$ cat src/rtl/pser_pkg.sv
// Shared types and constants for the pattern serializer slice.
package pser_pkg;

   typedef enum logic {
      IDLE  = 1'b0,
      SHIFT = 1'b1
   } pser_state_t;

   localparam int STATS_W = 16;

endpackage

$ cat src/rtl/pser_fifo.sv
// Word FIFO feeding the serializer's shifter.
// Full/empty are derived from level; pointers wrap naturally.
module pser_fifo #(
   parameter int WIDTH = 8,
   parameter int DEPTH = 4
) (
   input  logic                       clk,
   input  logic                       rst,
   input  logic                       push,
   input  logic                       pop,
   input  logic                       flush,
   input  logic [WIDTH-1:0]           din,
   output logic [WIDTH-1:0]           dout,
   output logic [$clog2(DEPTH+1)-1:0] level
);

   localparam int PTR_W = $clog2(DEPTH);
   localparam int LVL_W = $clog2(DEPTH+1);

   logic [WIDTH-1:0] mem [DEPTH];
   logic [PTR_W-1:0] wrPtr;
   logic [PTR_W-1:0] rdPtr;
   logic             doPush;
   logic             doPop;

   assign doPush = push && (level < LVL_W'(DEPTH)) && !flush;
   assign doPop  = pop && (level != '0) && !flush;
   assign dout   = mem[rdPtr];

   always_ff @(posedge clk or negedge rst) begin
      if (!rst) begin
         wrPtr <= '0;
         rdPtr <= '0;
         level <= '0;
      end else if (flush) begin
         wrPtr <= '0;
         rdPtr <= '0;
         level <= '0;
      end else begin
         if (doPush) wrPtr <= wrPtr + PTR_W'(1);
         if (doPop)  rdPtr <= rdPtr + PTR_W'(1);
         case ({doPush, doPop})
            2'b10:   level <= level + LVL_W'(1);
            2'b01:   level <= level - LVL_W'(1);
            default: level <= level;
         endcase
      end
   end

   // Storage has no reset; only entries below level are ever read.
   always_ff @(posedge clk) begin
      if (doPush) mem[wrPtr] <= din;
   end

endmodule

$ cat src/rtl/pattern_serializer.sv
// Parallel-to-serial front end for the pattern detector: FIFO-buffered words
// emitted LSB-first. Define PSER_STATS_EN to add the word_cnt output.
module pattern_serializer
   import pser_pkg::*;
#(
   parameter int WIDTH = 8,
   parameter int DEPTH = 4
) (
   input  logic                       clk,
   input  logic                       rst,
   input  logic                       s_valid,
   input  logic [WIDTH-1:0]           s_data,
   output logic                       s_ready,
   input  logic                       hold,
   input  logic                       flush,
   output logic                       m_valid,
   output logic                       m_bit,
   output logic [$clog2(DEPTH+1)-1:0] level,
   output logic                       busy
`ifdef PSER_STATS_EN
   ,
   output logic [STATS_W-1:0]         word_cnt
`endif
);

   localparam int LVL_W = $clog2(DEPTH+1);
   localparam int CNT_W = $clog2(WIDTH);
   localparam logic [CNT_W-1:0] LAST_BIT = CNT_W'(WIDTH-1);

   pser_state_t      state;
   pser_state_t      stateNext;
   logic [WIDTH-1:0] shreg;
   logic [CNT_W-1:0] bitCnt;
   logic [WIDTH-1:0] fifoDout;
   logic             pop;
   logic             shiftEn;
   logic             wordDone;
   logic             mValidNext;
   logic             mBitNext;

   assign s_ready = (level < LVL_W'(DEPTH)) && !flush;

   pser_fifo #(
      .WIDTH (WIDTH),
      .DEPTH (DEPTH)
   ) u_fifo (
      .clk   (clk),
      .rst   (rst),
      .push  (s_valid && s_ready),
      .pop   (pop),
      .flush (flush),
      .din   (s_data),
      .dout  (fifoDout),
      .level (level)
   );

   // Reloading on the last bit keeps back-to-back words free of bubbles.
   always_comb begin
      stateNext  = state;
      pop        = 1'b0;
      shiftEn    = 1'b0;
      wordDone   = 1'b0;
      mValidNext = 1'b0;
      mBitNext   = m_bit;
      if (flush) begin
         stateNext = IDLE;
      end else begin
         case (state)
            IDLE: begin
               if ((level != '0) && !hold) begin
                  pop       = 1'b1;
                  stateNext = SHIFT;
               end
            end
            SHIFT: begin
               if (!hold) begin
                  mValidNext = 1'b1;
                  mBitNext   = shreg[0];
                  shiftEn    = 1'b1;
                  if (bitCnt == LAST_BIT) begin
                     wordDone = 1'b1;
                     if (level != '0) pop = 1'b1;
                     else stateNext = IDLE;
                  end
               end
            end
            default: stateNext = IDLE;
         endcase
      end
   end

   always_ff @(posedge clk or negedge rst) begin
      if (!rst) state <= IDLE;
      else      state <= stateNext;
   end

   always_ff @(posedge clk or negedge rst) begin
      if (!rst) begin
         shreg   <= '0;
         bitCnt  <= '0;
         m_valid <= 1'b0;
         m_bit   <= 1'b0;
         busy    <= 1'b0;
      end else begin
         m_valid <= mValidNext;
         m_bit   <= mBitNext;
         busy    <= (stateNext == SHIFT);
         if (flush) begin
            shreg  <= '0;
            bitCnt <= '0;
         end else if (pop) begin
            shreg  <= fifoDout;
            bitCnt <= '0;
         end else if (shiftEn) begin
            shreg  <= shreg >> 1;
            bitCnt <= wordDone ? '0 : bitCnt + CNT_W'(1);
         end
      end
   end

`ifdef PSER_STATS_EN
   // Counts completed words only; flush never touches it.
   always_ff @(posedge clk or negedge rst) begin
      if (!rst)          word_cnt <= '0;
      else if (wordDone) word_cnt <= word_cnt + STATS_W'(1);
   end
`endif

endmodule
$ cat config.mk
export PLATFORM = sky130hd
export DESIGN_NAME = pattern_serializer
export DESIGN_NICKNAME = d
export VERILOG_FILES = /design/src/rtl/pser_pkg.sv /design/src/rtl/pser_fifo.sv /design/src/rtl/pattern_serializer.sv
export SDC_FILE = /design/constraint.sdc
export NUM_CORES = 1
export LEC_CHECK = 0
export CAP_MARGIN = 20
export CORE_MARGIN = 2
export CORE_UTILIZATION = 35
export DETAILED_ROUTE_END_ITERATION = 6
export PLACE_DENSITY = 0.58
export SLEW_MARGIN = 20
export SYNTH_ARGS = -nofsm -noshare
export SYNTH_HDL_FRONTEND = slang
export SYNTH_SLANG_ARGS = --single-unit
$ cat constraint.sdc
create_clock -name clk -period 4 [get_ports clk]
set_input_delay 1.2 -clock clk [delete_from_list [all_inputs] [get_ports clk]]
set_output_delay 1.2 -clock clk [all_outputs]
set_load 0.005 [all_outputs]
After elaboration in Yosys (flattened, before gate mapping)
Memory sizes are Yosys's and may differ from the RTL's.
Index checks and enable logic that the tools add are counted.
{"block": "word_totals", "ram_bits": 32, "rom_bits": 0, "inputBits": 13, "output_inout_bits": 7, "n_memories": 1, "ff_bits": 21, "latchBits": 0, "wordCells": 68}
{"memory": "u_fifo.mem", "depth": 4, "word_bits": 8, "rd": 1, "rd_ports_with_merged_regs": 0, "wr": 1, "line": "pser_fifo.sv:20", "rtl": "logic [WIDTH-1:0] mem [DEPTH];"}
{"block": "classes", "n_mux": 32, "shift": 0, "bitwise": 3, "n_reduce_logical": 15, "addsub": 5, "eq_ne": 3, "n_div": 0, "multipliers": 0, "n_lt_le_gt_ge": 1}
{"op": "2-to-1 mux 8 bit", "count": 3}
{"op": "2-to-1 mux 1 bit", "count": 17}
{"op": "2-to-1 mux 3 bit", "count": 5}
{"op": "nonzero test 3 bit", "count": 3}
{"op": "2-to-1 mux 2 bit", "count": 4}
{"op": "logical AND 1 bit", "count": 7}
{"op": "adder 3 x 1 -> 3 bit (second input constant)", "count": 2}
{"op": "case mux 3 bit (2 select lines)", "count": 1}
{"op": "adder 2 x 1 -> 2 bit (second input constant)", "count": 2}
{"op": "case mux 1 bit (2 select lines)", "count": 2}
{"op": "nonzero test 2 bit", "count": 2}
{"op": "equality test 3 bit (second input constant)", "count": 1}
{"op": "< comparator 3 bit (second input constant)", "count": 1}
{"op": "inverter 1 bit", "count": 3}
{"op": "AND reduction 3 bit", "count": 1}
{"op": "subtractor 3 x 1 -> 3 bit (second input constant)", "count": 1}
{"op": "equality test 2 x 1 -> 1 bit (second input constant)", "count": 1}
{"op": "equality test 2 bit (second input constant)", "count": 1}
{"op": "logical NOT 1 bit", "count": 2}

Logic depth before layout (Yosys ltp)
{"block": "logic_depth", "depth_word": 11, "ltp_mapped": 9, "ltp_nobuf": 8}

By module
From an unflattened synthesis, not the netlist that was laid out.
{"block": "unflattened", "hier_cells": 168, "hier_area_um2": 2437.3}
{"module": "pser_fifo", "seq_area_each_um2": 1136.1, "area_each_um2": 1695.4, "n_inst": 1, "cells_each": 99}
{"module": "pattern_serializer", "seq_area_each_um2": 350.3, "area_each_um2": 742.0, "n_inst": 1, "cells_each": 69}

Worst setup path after synthesis
Ideal clock, no wire load.
{"block": "synth_path", "path_type": "input to register", "startpoint": "in flush", "endpoint": "reg u_fifo.level[2]", "required_ns": 3.916, "n_path_buf": 0, "t_arrival_ns": 2.695, "slack_ns": 1.222, "cell_stages": 5, "setup_ns": 0.084, "cell_sequence": "nor3b_2 > nor3_1 > fa_1 > or4_1 > a41oi_2"}
{"block": "synth_via", "elab_chain_cells": 8, "elab_cells_between_ends": 13, "cone_classes": "eq/ne: 2; mux: 3; reduce/logical: 8"}
{"element": "start, declared", "line": "pattern_serializer.sv:15", "rtl": "input logic flush,"}
{"element": "logical NOT 1 bit", "line": "pser_fifo.sv:26, pser_fifo.sv:27, pattern_serializer.sv:41"}
{"element": "logical AND 1 bit", "line": "pattern_serializer.sv:41", "rtl": "assign s_ready = (level < LVL_W'(DEPTH)) && !flush;"}
{"element": "logical AND 1 bit", "line": "pattern_serializer.sv:49", "rtl": ".push (s_valid && s_ready),"}
{"element": "logical AND 1 bit (2 in a row)", "line": "pser_fifo.sv:26", "rtl": "assign doPush = push && (level < LVL_W'(DEPTH)) && !flush;"}
{"element": "equality test 2 x 1 -> 1 bit / equality test 2 bit (equally long branches)", "line": "pser_fifo.sv:42", "rtl": "case ({doPush, doPop})"}
{"element": "case mux 3 bit (2 select lines)", "line": "pser_fifo.sv:42"}
{"element": "2-to-1 mux 3 bit", "line": "pser_fifo.sv:35", "rtl": "end else if (flush) begin"}
{"element": "end signal, assigned", "line": "pser_fifo.sv:43", "rtl": "2'b10: level <= level + LVL_W'(1);"}
{"element": "end signal, assigned", "line": "pser_fifo.sv:44", "rtl": "2'b01: level <= level - LVL_W'(1);"}
{"element": "end signal, assigned", "line": "pser_fifo.sv:45", "rtl": "default: level <= level;"}
{"element": "end, declared", "line": "pser_fifo.sv:14", "rtl": "output logic [$clog2(DEPTH+1)-1:0] level"}
Several ways; a longest one is shown, not always the timed one.
A chain may end at the register's enable or synchronous reset.

Worst setup path in the final report
{"block": "layout_path", "startpoint": "in flush", "endpoint": "out s_ready"}
{"block": "layout_via", "elab_chain_cells": 2}
{"element": "logical NOT 1 bit", "line": "pattern_serializer.sv:41"}
{"element": "logical AND 1 bit", "line": "pattern_serializer.sv:41"}
{"element": "end, declared", "line": "pattern_serializer.sv:13", "rtl": "output logic s_ready,"}
Every way passes these cells.

==> results.toml <==
[run_status]
status = "finished clean"

[setup_path]
worst-r2r-cell-count = 8
worst_setup_path_end_kind = "primary output"
rr_startpoint = "bitCnt[0]$_DFFE_PN0P_"
worst-path-max-fanout = 2
worstPathArrival_ns = 2.29
critical_path.startpoint = "flush"
setup.worst_path.class = "primary input to primary output"
worst-endpoint-required_ns = 2.80
worstReg2RegEnd = "u_fifo.level[2]$_DFFE_PN0P_"
timing.critical_path.from_type = "primary input"
r2r_slack_ns = 1.29
cp-endpoint = "s_ready"

[synth]
gate_count_after_technology_mapping = 146
syn-mean-instance-area_um2 = 15.6
ys_dominant_reg_cell = "sky130_fd_sc_hd__edfxtp_1"
synth.yosys.warnings = 0
synth.area.top_cells = "sky130_fd_sc_hd__edfxtp_1, sky130_fd_sc_hd__dfrtp_1, sky130_fd_sc_hd__mux4_2"
synth_enable_flop_cells = 32
flip_flop_and_latch_count_after_synthesis = 53
synth_top_cells_by_count = "sky130_fd_sc_hd__edfxtp_1, sky130_fd_sc_hd__dfrtp_1, sky130_fd_sc_hd__mux4_2, sky130_fd_sc_hd__nand2_1, sky130_fd_sc_hd__nor2_1"
yosysTopAreaCellShare = 0.423
mappedNetlistNets = 166
asyncSetResetFlopFracSynth = 0.396
syn-cell-area_um2 = 2270
synth.most_common_cell = "sky130_fd_sc_hd__edfxtp_1"
synth_top_cell_by_area = "sky130_fd_sc_hd__edfxtp_1"
synth.lib_cells_used.distinct = 35
post_synthesis_sequential_area_ratio = 0.654

[sta]
period_minus_slack_ns = 3.49
final_setup_tns_ns = 0
timing_hold_violations_final = 0
rsz0062_at_grt = "false"
slew_violations = 0
maxSlewHeadroom = 0.628
finalSetupViolCount = 0
fmaxAchievable_mhz = 287
worst_clock_skew_ns = 0.0139
post-route-period-util = 0.872
worstMarginPinSlew_ns = 0.558

[die]
dieArea_um2 = 7160
floorplan.initialDensity = 0.360
num_rows = 29
num_io_pins = 20
dieWidth_um = 84.6
coreArea_um2 = 6310
fp.dieH_um = 84.6

[cells_and_area]
antenna_cells_inserted = 0
design.final.nets = 188
layout.cell_area.non_filler_um2 = 2630
layout-area-overhead-vs-synth_pct = 15.7
share_of_final_layout_standard_cells_stronger_than_drive_strength_1 = 0.160
layout.cells.non_filler = 246

[detailed_routing]
route.detailed.vias_per_inst = 4.98
drt.antenna.violating_nets = 0
route.detailed.drc = 0
avgRoutedWirePerCell_um = 16.5
detailroute.via_count = 1226
detailedRoute.firstPassIterationCount = 4
routed_wirelength_um = 4050
dr.first_iter.drc_count = 45

[place]
dp_hpwl_um = 2710
place.detailed.instances = 238
portBuffers = 19
globalplace.congestion = 0.701
place_area_um2 = 2550

[clocking]
cts_num_sinks = 53
cts-htree-levels = 2
clk-insertion-delay-late_ns = 0.31
tritoncts = "built"
cts_resized = 0
ctsRootBufferMaster = "sky130_fd_sc_hd__clkbuf_8"
clock_path_buffers = 2
count_of_hold_buffers_inserted_by_post_cts_repair = 0
post_cts.repair.setup_buffers = 0
cts_buffers = 5
cts.reportedPaths.clkPinSlew_ns = 0.09

[pwr]
peakVddDrop_v = 0.000181
leakage_nw = 0.963
power-per-cell-area_nw_per_um2 = 439

[worst_hold_path]
hold_path_class = "register to register"

[grt]
grt_pass1_vias = 1364
antenna_found_initial = 0
overflow = 0
maximum_number_of_pins_on_one_net_before_global_route_repair = 22
globalRouteTotalUtil = 0.123
wire_length_of_the_first_global_routing_pass_um = 6730

[job]
max_cap_violations = 0
==> cells in the final DEF (no fill, tap or decap), types with 2 or more instances in the layout <==
cell type | Yosys | layout
sky130_fd_sc_hd__nor3_1 | 3 | 3
sky130_fd_sc_hd__nor3b_1 | 2 | 2
sky130_fd_sc_hd__nand3b_1 | 2 | 2
sky130_fd_sc_hd__or2b_1 | 2 | 2
sky130_fd_sc_hd__and2_1 | 4 | 4
sky130_fd_sc_hd__clkdlybuf4s50_1 | 0 | 18
sky130_fd_sc_hd__or3b_2 | 2 | 2
sky130_fd_sc_hd__xnor2_1 | 3 | 3
sky130_fd_sc_hd__clkbuf_8 | 0 | 5
sky130_fd_sc_hd__mux2i_1 | 7 | 7
sky130_fd_sc_hd__o2bb2ai_1 | 7 | 7
sky130_fd_sc_hd__inv_1 | 3 | 3
sky130_fd_sc_hd__nor4_1 | 2 | 2
sky130_fd_sc_hd__nand2_1 | 8 | 8
sky130_fd_sc_hd__dfrtp_1 | 21 | 21
sky130_fd_sc_hd__nor2_1 | 8 | 8
sky130_fd_sc_hd__edfxtp_1 | 32 | 32
sky130_fd_sc_hd__a21oi_1 | 3 | 3
sky130_fd_sc_hd__ha_1 | 6 | 6
sky130_fd_sc_hd__buf_4 | 0 | 2
sky130_fd_sc_hd__o21ai_0 | 4 | 4
sky130_fd_sc_hd__mux4_2 | 8 | 8
==> cell type report <==
class / instances / area [um2]
tap: 77 / 96.3
fill: 601 / 3680
clock buffer: 6 / 72.6
sequential: 53 / 1490
inverter: 4 / 15.0
timing repair buffer: 21 / 200
clock inverter: 2 / 16.3
multi-input combinational: 83 / 744
==> logic make-up after synthesis <==
family,after synthesis,share of synthesized area
flops,53,0.654
simple gates,40,0.102
compound gates,18,0.0616
mux,15,0.110
buf+inv,10,0.0187
fa+ha+maj,7,0.0418
xor+xnor,3,0.0116
==> per-layer routing <==
metal / vias up / GRT usage / share of wire
met5: - / 0 / 0
met1: 612 / 0.158 / 0.47
met3: 5 / 0.0324 / 0.033
li1: 590 / - / -
met4: 0 / 0.0433 / 0.012
met2: 19 / 0.202 / 0.49
==> metrics by stage <==
step | setup WS (ns) | power [W] | util | hold slack, ns
detailed placement | 0.516 | 0.000870 | 0.403 | 0.456
floorplan | 1.22 | 0.000793 | - | 0.438
finish | 0.511 | 0.00116 | 0.417 | 0.479
global route | 0.449 | 0.00122 | 0.417 | 0.514
CTS | 0.497 | 0.00117 | 0.418 | 0.476
global placement | 0.503 | 0.000860 | 0.403 | 0.451
==> worst max-delay path, cell delays in order <==
cell                              delay [ns]
sky130_fd_sc_hd__clkdlybuf4s50_1        0.44
sky130_fd_sc_hd__nor2_1                 0.13
sky130_fd_sc_hd__clkdlybuf4s50_1        0.52
==> worst min path at each step <==
stage	startpoint	endpoint	slack [ns]	cells after the start
after global routing	shreg[0]$_DFFE_PN0P_	m_bit$_DFFE_PN0P_	0.51	2
after global placement	shreg[0]$_DFFE_PN0P_	m_bit$_DFFE_PN0P_	0.45	2
after CTS	shreg[0]$_DFFE_PN0P_	m_bit$_DFFE_PN0P_	0.48	2
after detailed placement	shreg[0]$_DFFE_PN0P_	m_bit$_DFFE_PN0P_	0.46	2
final	shreg[0]$_DFFE_PN0P_	m_bit$_DFFE_PN0P_	0.48	2
after floorplan	shreg[0]$_DFFE_PN0P_	m_bit$_DFFE_PN0P_	0.44	2
==> power breakdown <==
part,switching [W],internal [W]
clock,0.000177,0.000125
combinational,0.0000881,0.000104
sequential,0.0000394,0.000623
total,0.000305,0.000852
==> registers in the layout, summed over array words and instances, names as in the netlist <==
signal	count
bitCnt	3
u_fifo.mem	32
m_bit	1
u_fifo.level	3
u_fifo.rdPtr	2
m_valid	1
u_fifo.wrPtr	2
busy	1
shreg	8
Note: power is estimated with default switching activity, not from simulation.
